File: src/rtl/dev_output_ctrl_if.sv
// ----------------------------------------------------------------------------
// dev_output_ctrl_if
//   Requester-side bus of the two-master output-device write controller.
//
//   req     [1:0]  level request per master, held until that master's ack
//   wdata0  [DW]   master 0 write data
//   wdata1  [DW]   master 1 write data
//   ack     [1:0]  one-cycle completion pulse per master
//   busy           controller is serving a transaction
//   gnt_id         master being served (valid while busy)
//
//   modport master : requester side (drives req/wdata, sees ack/busy/gnt_id)
//   modport slave  : controller side
// ----------------------------------------------------------------------------
interface dev_output_ctrl_if #(
  parameter int DW = 32
);
  logic [1:0]    req;
  logic [DW-1:0] wdata0;
  logic [DW-1:0] wdata1;
  logic [1:0]    ack;
  logic          busy;
  logic          gnt_id;

  modport master (
    output req, wdata0, wdata1,
    input  ack, busy, gnt_id
  );

  modport slave (
    input  req, wdata0, wdata1,
    output ack, busy, gnt_id
  );
endinterface

File: src/rtl/dev_output_ctrl.sv
// ----------------------------------------------------------------------------
// dev_output_ctrl
//   Two-master write controller for a 2-register output device holding a
//   previous (pre, sel=00) and current (cur, sel=01) value. Every accepted
//   write performs a history shift: old cur is read and copied into pre,
//   then the new data is written into cur. A round-robin arbiter shares the
//   device between master 0 (CPU store path) and master 1 (debug/DMA).
//
//   Parameters
//     DW     data width (matches device width)
//     CW     width of the completed-write counter (wraps)
//     FIRST  master that wins the first tie after reset
//
//   Ports
//     clk       system clock, rising edge
//     rst       asynchronous active-low reset
//     bus       requester bus (req/wdata0/wdata1 in, ack/busy/gnt_id out)
//     dev_en    device write enable
//     dev_sel   device select (00 pre, 01 cur, 10 idle)
//     dev_din   device write data
//     dev_dout  device read data (combinational from dev_sel)
//     wcount    completed-write counter
// ----------------------------------------------------------------------------
module dev_output_ctrl #(
  parameter int DW    = 32,
  parameter int CW    = 16,
  parameter int FIRST = 0
) (
  input  logic                  clk,
  input  logic                  rst,
  dev_output_ctrl_if.slave      bus,
  output logic                  dev_en,
  output logic [1:0]            dev_sel,
  output logic [DW-1:0]         dev_din,
  input  logic [DW-1:0]         dev_dout,
  output logic [CW-1:0]         wcount
);

  typedef enum logic [2:0] {
    IDLE  = 3'd0,
    CAPT  = 3'd1,
    SHIFT = 3'd2,
    WRITE = 3'd3,
    DONE  = 3'd4
  } state_t;

  // The pointer holds the last master served; starting it at the other
  // master makes FIRST win the first tie.
  localparam logic LAST_RST = (FIRST == 0) ? 1'b1 : 1'b0;

  state_t        state_q, state_d;
  logic          gnt_q,   gnt_d;
  logic          last_q,  last_d;
  logic [DW-1:0] wbuf_q,  wbuf_d;
  logic [DW-1:0] snap_q,  snap_d;
  logic [CW-1:0] wcount_q, wcount_d;

  logic          win;
  logic [1:0]    ack_c;
  logic          en_c;
  logic [1:0]    sel_c;
  logic [DW-1:0] din_c;

  // Arbitration: a lone requester wins; on a tie the master not served last.
  always_comb begin
    if (bus.req == 2'b11) win = ~last_q;
    else                  win = bus.req[1];
  end

  // State register
  always_ff @(posedge clk or negedge rst) begin
    if (!rst) begin
      state_q  <= IDLE;
      gnt_q    <= 1'b0;
      last_q   <= LAST_RST;
      wbuf_q   <= '0;
      snap_q   <= '0;
      wcount_q <= '0;
    end else begin
      state_q  <= state_d;
      gnt_q    <= gnt_d;
      last_q   <= last_d;
      wbuf_q   <= wbuf_d;
      snap_q   <= snap_d;
      wcount_q <= wcount_d;
    end
  end

  // Next-state logic
  always_comb begin
    state_d  = state_q;
    gnt_d    = gnt_q;
    last_d   = last_q;
    wbuf_d   = wbuf_q;
    snap_d   = snap_q;
    wcount_d = wcount_q;
    unique case (state_q)
      IDLE: begin
        if (|bus.req) begin
          gnt_d   = win;
          wbuf_d  = win ? bus.wdata1 : bus.wdata0;
          state_d = CAPT;
        end
      end
      CAPT: begin
        // dev_sel=01 here, so dev_dout is the old cur value.
        snap_d  = dev_dout;
        state_d = SHIFT;
      end
      SHIFT: state_d = WRITE;
      WRITE: state_d = DONE;
      DONE: begin
        wcount_d = wcount_q + {{(CW-1){1'b0}}, 1'b1};
        last_d   = gnt_q;
        state_d  = IDLE;
      end
      default: state_d = IDLE;
    endcase
  end

  // Output decode, from registered state only
  always_comb begin
    en_c  = 1'b0;
    sel_c = 2'b10;
    din_c = '0;
    ack_c = 2'b00;
    unique case (state_q)
      CAPT:  sel_c = 2'b01;
      SHIFT: begin
        sel_c = 2'b00;
        en_c  = 1'b1;
        din_c = snap_q;
      end
      WRITE: begin
        sel_c = 2'b01;
        en_c  = 1'b1;
        din_c = wbuf_q;
      end
      DONE:  ack_c = gnt_q ? 2'b10 : 2'b01;
      default: ;
    endcase
  end

  assign dev_en     = en_c;
  assign dev_sel    = sel_c;
  assign dev_din    = din_c;
  assign wcount     = wcount_q;
  assign bus.ack    = ack_c;
  assign bus.busy   = (state_q != IDLE);
  assign bus.gnt_id = gnt_q;

endmodule

File: src/flat_wrapper.sv
// flat-port wrapper written by rule: the top's interface ports become plain ports
module dev_output_ctrl_flat 
#(
  parameter int DW    = 32,
  parameter int CW    = 16,
  parameter int FIRST = 0
)
  (clk, rst, dev_en, dev_sel, dev_din, dev_dout, wcount, bus_req, bus_wdata0, bus_wdata1, bus_ack, bus_busy, bus_gnt_id);
  dev_output_ctrl_if #(.DW(DW)) bus_i ();
  input  logic clk;
  input  logic rst;
  output logic dev_en;
  output logic [1:0] dev_sel;
  output logic [DW-1:0] dev_din;
  input  logic [DW-1:0] dev_dout;
  output logic [CW-1:0] wcount;
  input wire logic [$bits(bus_i.req)-1:0] bus_req;
  input wire logic [$bits(bus_i.wdata0)-1:0] bus_wdata0;
  input wire logic [$bits(bus_i.wdata1)-1:0] bus_wdata1;
  output wire logic [$bits(bus_i.ack)-1:0] bus_ack;
  output wire logic [$bits(bus_i.busy)-1:0] bus_busy;
  output wire logic [$bits(bus_i.gnt_id)-1:0] bus_gnt_id;
  assign bus_i.req = bus_req;
  assign bus_i.wdata0 = bus_wdata0;
  assign bus_i.wdata1 = bus_wdata1;
  assign bus_ack = bus_i.ack;
  assign bus_busy = bus_i.busy;
  assign bus_gnt_id = bus_i.gnt_id;
  dev_output_ctrl #(.DW(DW), .CW(CW), .FIRST(FIRST)) u_core (.clk(clk), .rst(rst), .bus(bus_i), .dev_en(dev_en), .dev_sel(dev_sel), .dev_din(dev_din), .dev_dout(dev_dout), .wcount(wcount));
endmodule
File: config.mk
export PLATFORM = sky130hd
export DESIGN_NAME = dev_output_ctrl_flat
export DESIGN_NICKNAME = d
export VERILOG_FILES = /design/src/rtl/dev_output_ctrl_if.sv /design/src/rtl/dev_output_ctrl.sv /design/src/flat_wrapper.sv
export SDC_FILE = /design/constraint.sdc
export NUM_CORES = 1
export LEC_CHECK = 0
export CORE_MARGIN = 5
export CORE_UTILIZATION = 48
export CTS_CLUSTER_SIZE = 12
export DETAILED_ROUTE_END_ITERATION = 12
export GPL_ROUTABILITY_DRIVEN = 1
export PLACE_DENSITY = 0.85
export SKIP_CTS_REPAIR_TIMING = 1
export SLEW_MARGIN = 0
export SYNTH_ARGS = -nofsm -noshare
export SYNTH_HDL_FRONTEND = slang
export SYNTH_SLANG_ARGS = --single-unit
File: constraint.sdc
create_clock -name clk -period 2.2 [get_ports clk]
set_input_delay 0.22 -clock clk [delete_from_list [all_inputs] [get_ports clk]]
set_output_delay 0.22 -clock clk [all_outputs]
set_load 0.02 [all_outputs]
Word level (Yosys, flattened, before mapping) --
Index checks and enable logic that the tools add are counted.
Word-level totals: flip-flop bits (word level) 85, input bits 100, output and inout bits 55
Operators by class: add/subtract/negate cells 1, eq/ne operators 6, mux-type cells 9, bitwise logic cells 1, reductions and logical operators 6
Operators by type and width (count):
- $pmux 32 s2 | 1
- $mux 32 | 1
- $add 16x1->16 const B | 1
- $pmux 3 s4 | 1
- $eq 3x2->1 const B | 2
- $reduce_or 2->1 | 3
- $mux 2 | 2
- $pmux 2 s2 | 1
- $eq 3x1->1 const B | 1
- $eq 3x3->1 const B | 1
- $logic_not 3->1 | 1
- $mux 3 | 1
- $reduce_bool 3->1 | 1
- $eq 2x2->1 const B | 1
- $mux 1 | 2
- $ne 2x1->1 const B | 1
- $reduce_and 2->1 | 1
- $not 1->1 | 1

Logic depth before layout (Yosys ltp) --
Gate-level depths: netlist of run 1.
depth after elaboration 3, gate-level depth with buffers 6, depth with buffers taken out 4

Worst setup path after synthesis of run 1 --
No wires, ideal clock.
kind register -> register, start register u_core.state_q[2], end register u_core.snap_q[20], arrival time 1.568 ns, data required time 2.075 ns, path slack 0.507 ns, cell stages (with the launch flop) 6, buffers on the path 2, period minus slack after synthesis 1.693 ns, cells stage by stage dfrtp_1 > nor2b_1 > nor2b_1 > buf_2 > buf_4 > mux2_2
On the way: longest elaborated chain between the ends 1
Ends and longest elaborated chain:
- start, declared | RTL line dev_output_ctrl.sv:51 | state_t state_q, state_d;
- start signal, assigned | RTL line dev_output_ctrl.sv:80 | state_q <= state_d;
- $eq 3x1->1 | RTL line dev_output_ctrl.sv:97 | unique case (state_q)
- end signal, assigned | RTL line dev_output_ctrl.sv:84 | snap_q <= snap_d;
- end, declared | RTL line dev_output_ctrl.sv:55 | logic [DW-1:0] snap_q, snap_d;
Every way passes these cells. A chain may end at the register's enable or synchronous reset.

Worst setup path after layout of run 1 --
start register u_core.state_q[1], end output port dev_din[24]
On the way: longest elaborated chain between the ends 2, elaborated cells between the ends (all ways) 3, classes of those cells 2 x eq/ne; 1 x mux
Ends and longest elaborated chain:
- $eq 3x2->1 | RTL line dev_output_ctrl.sv:127 | unique case (state_q)
- $pmux 32 s2 (*) | RTL line dev_output_ctrl.sv:127
- end, declared | RTL line flat_wrapper.sv:14 | output logic [DW-1:0] dev_din;
Every way passes the cells marked *; elsewhere a longest branch is shown, timed or not.

==> out/results.md, run 1 <==
| Parameter | This run |
|---|---|
| Result of the run | finished clean |
| Iter 0 DRT Violations | 54 |
| Total of fill cells in the finished design | 632 |
| Clock Power Share | 13.6% |
| Maximum number of pins on one net before global-route repair | 65 |
| Antenna Violating Nets Remaining | 0 |
| Routability Congestion | 0.799 |
| Proportion of register bits with asynchronous set or reset after synthesis | 100% |
| TritonCTS buffer count | 9 |
| Clock Root Buffer | sky130_fd_sc_hd__clkbuf_8 |
| Net count, final | 620 |
| CTS Sinks | 85 |
| CP endpoint kind | output port |
| Initial Util | 49.0% |
| Wirelength, routed | 10.5 mm |
| IR drop worst, VDD | 647 µV |
| Number of buffers inserted by port buffering | 154 |
| Number of buffers on the longest clock path | 2 |
| Initial antenna violation count | 0 |
| Fin Hold WS | 0.448 ns |
| Clock tree from TritonCTS | built |
| Fraction of power consumed by sequential logic | 32.6% |
| Top-area cell type share of the netlist area | 49.5% |
| Cell-internal power | 5.01 mW |
| Number of vias in the routed layout | 3204 |
| Power density over the cells | 1330 mW/mm² |
| Source-to-sink clock delay at the later pin of the worst-skew pair | 0.35 ns |
| Die Width | 104 µm |
| Number of synthesized flops with an enable pin | 0 |
| Share of the yosys chip area belonging to registers | 50.1% |
| Die height | 104 µm |
| Area delta synth->final | 45.2% |
| Number of warnings reported in the yosys synthesis log | 0 |
| Remaining DRCs | 0 |
| Setup Viol. Count Final | 0 |
| Period utilisation layout | 95.9% |
| Area used by multi-input combinational logic | 0.00196 mm² |
| Layout cell share with drive strength beyond 1 | 17.9% |
| Number of top-level pins | 155 |
| Sum of overflow across all layers after global routing | 0 |
| Number of instances in the synthesized netlist | 365 |
| Transition time at the pin with the least slew margin | 0.715 ns |
| Post-synthesis net count | 466 |
| Sequential cell area | 0.00213 mm² |
| Dominant register cell in the synthesized netlist | sky130_fd_sc_hd__dfrtp_1 |
| Type of the worst setup path | flop to output port |
| Pins over their slew limit | 0 |
| Number of antenna repair diodes | 0 |
| Number of hold violations in the final report | 0 |
| Slew HR | 52.3% |
| Yosys reg bits | 85 |
| Data arrival time of the critical path | 1.89 ns |
| Total Die Area | 0.0108 mm² |
| Mean Syn Cell Area | 11.6 µm² |
| Startpoint class of the critical path | flop |
| Total power | 8.21 mW |
| Final standard cell utilization of the core | 71.1% |
| Number of cells in the design after placement | 615 |
| Routed via count divided by cell count | 5.07 |
| First-pass iteration count of the detailed router | 4 |
| First-pass GRT wire length | 17.5 mm |
| Standard cell core area | 0.00868 mm² |
| Sw power | 3.20 mW |
| Max H-tree Level | 3 |
| Via count of the first global-routing pass | 3557 |
| Final cell count without fillers | 632 |
| Total negative slack for setup checks | 0 ns |
| Library cell occupying the most area in the post-synthesis netlist | sky130_fd_sc_hd__dfrtp_1 |
| Shortest clock period the worst path allows after layout | 2.11 ns |
| Sw frac | 39.0% |
| Combinational Power Share | 53.8% |
| Mapped Area | 0.00425 mm² |
| Netlist cell types | 34 |
| Class of the tightest hold or removal check | input port to async pin |
| GR Util All Layers | 19.8% |
| Req. time, crit path | 1.98 ns |
| Placement Rows | 34 |
| Clock tree skew after final layout | 0.00968 ns |
| Clock-pin slew on the worst setup and hold paths | 0.09 ns |
| Placed wire-length estimate | 7.84 mm |
| Max-capacitance violation count | 0 |
| Wire length per cell after detailed routing | 16.6 µm |
| Leakage power | 2.82 nW |
| Maximum clock frequency | 474 MHz |
| Largest driver fanout on the critical path | 19 |
| Top post-synthesis cells by area | sky130_fd_sc_hd__dfrtp_1, sky130_fd_sc_hd__mux2i_1, sky130_fd_sc_hd__mux2_2, sky130_fd_sc_hd__nor2_1, sky130_fd_sc_hd__a21oi_2 |
[per-stage QoR]
step	cell area (µm²)	setup WS, ns
finish	6170	0.0892
detailed placement	5920	0.342
CTS	6120	-0.0514
global placement	5920	0.389
floorplan	4250	0.507
global route	6170	-0.00477
[kinds of logic after synthesis]
logic type,count (synthesis),share of synthesized area [%]
xor gates and xnor gates,16,3.30
and+or+nand+nor,105,11.4
muxes,98,24.1
AOI/OAI and AO/OA,35,6.71
DFF,85,50.1
adders and majority gates,1,0.294
buffers and inverters,25,4.15
[power groups by stage]
| stage | combinational, mW | clock [mW] | sequential [mW] |
|---|---|---|---|
| final | 4.42 | 1.12 | 2.68 |
| after global routing | 4.79 | 1.22 | 2.77 |
| after CTS | 4.52 | 1.14 | 2.68 |
| after detailed placement | 4.50 | 0 | 2.71 |
| after global placement | 4.43 | 0 | 2.65 |
| after floorplan | 2.94 | 0 | 2.60 |
[cell usage in the layout, fill, tap and decap left out, types with 6 or more instances in the layout]
cell type,Yosys,final
sky130_fd_sc_hd__dlymetal6s2s_1,0,16
sky130_fd_sc_hd__a21oi_2,28,28
sky130_fd_sc_hd__xnor2_1,10,10
sky130_fd_sc_hd__buf_4,3,7
sky130_fd_sc_hd__clkdlybuf4s50_1,0,137
sky130_fd_sc_hd__clkbuf_8,2,10
sky130_fd_sc_hd__nor2_1,71,71
sky130_fd_sc_hd__xor2_1,6,6
sky130_fd_sc_hd__mux2_2,30,30
sky130_fd_sc_hd__mux2i_1,64,64
sky130_fd_sc_hd__dfrtp_1,84,82
sky130_fd_sc_hd__nand2_1,8,8
[critical path, stage by stage (launching register included)]
cell and delay, ns:
sky130_fd_sc_hd__dfrtp_2 0.48, sky130_fd_sc_hd__nand2b_1 0.11, sky130_fd_sc_hd__buf_4 0.22, sky130_fd_sc_hd__nor2_1 0.12, sky130_fd_sc_hd__clkdlybuf4s50_1 0.62
[synthesized netlist by cell type (all sizes together) (2+ instances only)]
library cell	number
nand2	8
nand4	3
xor2	6
nand3	5
and2	2
mux2i	64
nor2	72
nor3	2
nor2b	4
and3	3
a21oi	32
xnor2	10
buf	16
clkbuf	7
inv	2
nand2b	2
dfrtp	84
mux2	34
[path summary, 6_finish.rpt]
check | start | end | slack, ns | cells past startpoint
max in group asynchronous | rst | u_core.wbuf_q[27] | 1.10 | 3
worst min-delay path | rst | u_core.snap_q[17] | 0.45 | 2
worst max register to register | u_core.state_q[0] | u_core.snap_q[29] | 0.33 | 5
worst min register to register | u_core.wcount[15] | u_core.wcount[15] | 0.48 | 1
min in group clk | dev_dout[28] | u_core.snap_q[28] | 0.47 | 2
worst max-delay path | u_core.state_q[1] | dev_din[24] | 0.09 | 4
[registers in the layout, indices dropped and copies added, names as in the netlist]
signal,count
u_core.bus.gnt_id,1
u_core.last_q,1
u_core.snap_q,32
u_core.state_q,3
u_core.wbuf_q,32
u_core.wcount,16
[final cells by class]
class	instances	share of cell area (%)
clock inverter	5	0.973
sequential	85	34.5
timing repair buffer	166	28.1
tap	108	2.19
multi-input combinational	255	31.8
inverter	2	0.122
clock buffer	11	2.29
[layer usage]
layer  vias to the layer above  track usage, %  part of all wire (%)
met5                         -               0                     0
met3                         9            6.64                   6.6
li1                       1545               -                     -
met1                      1550            24.1                    41
met4                         0            5.46                  0.97
met2                       100            33.7                    51
Power figures use the tool's default switching activity.
==> run 2, diff against run 1 <==
- SLEW_MARGIN: 0 -> 25
==> results of run 2 <==
Same layout as run 1: the final DEF is identical, and so are final timing and power.
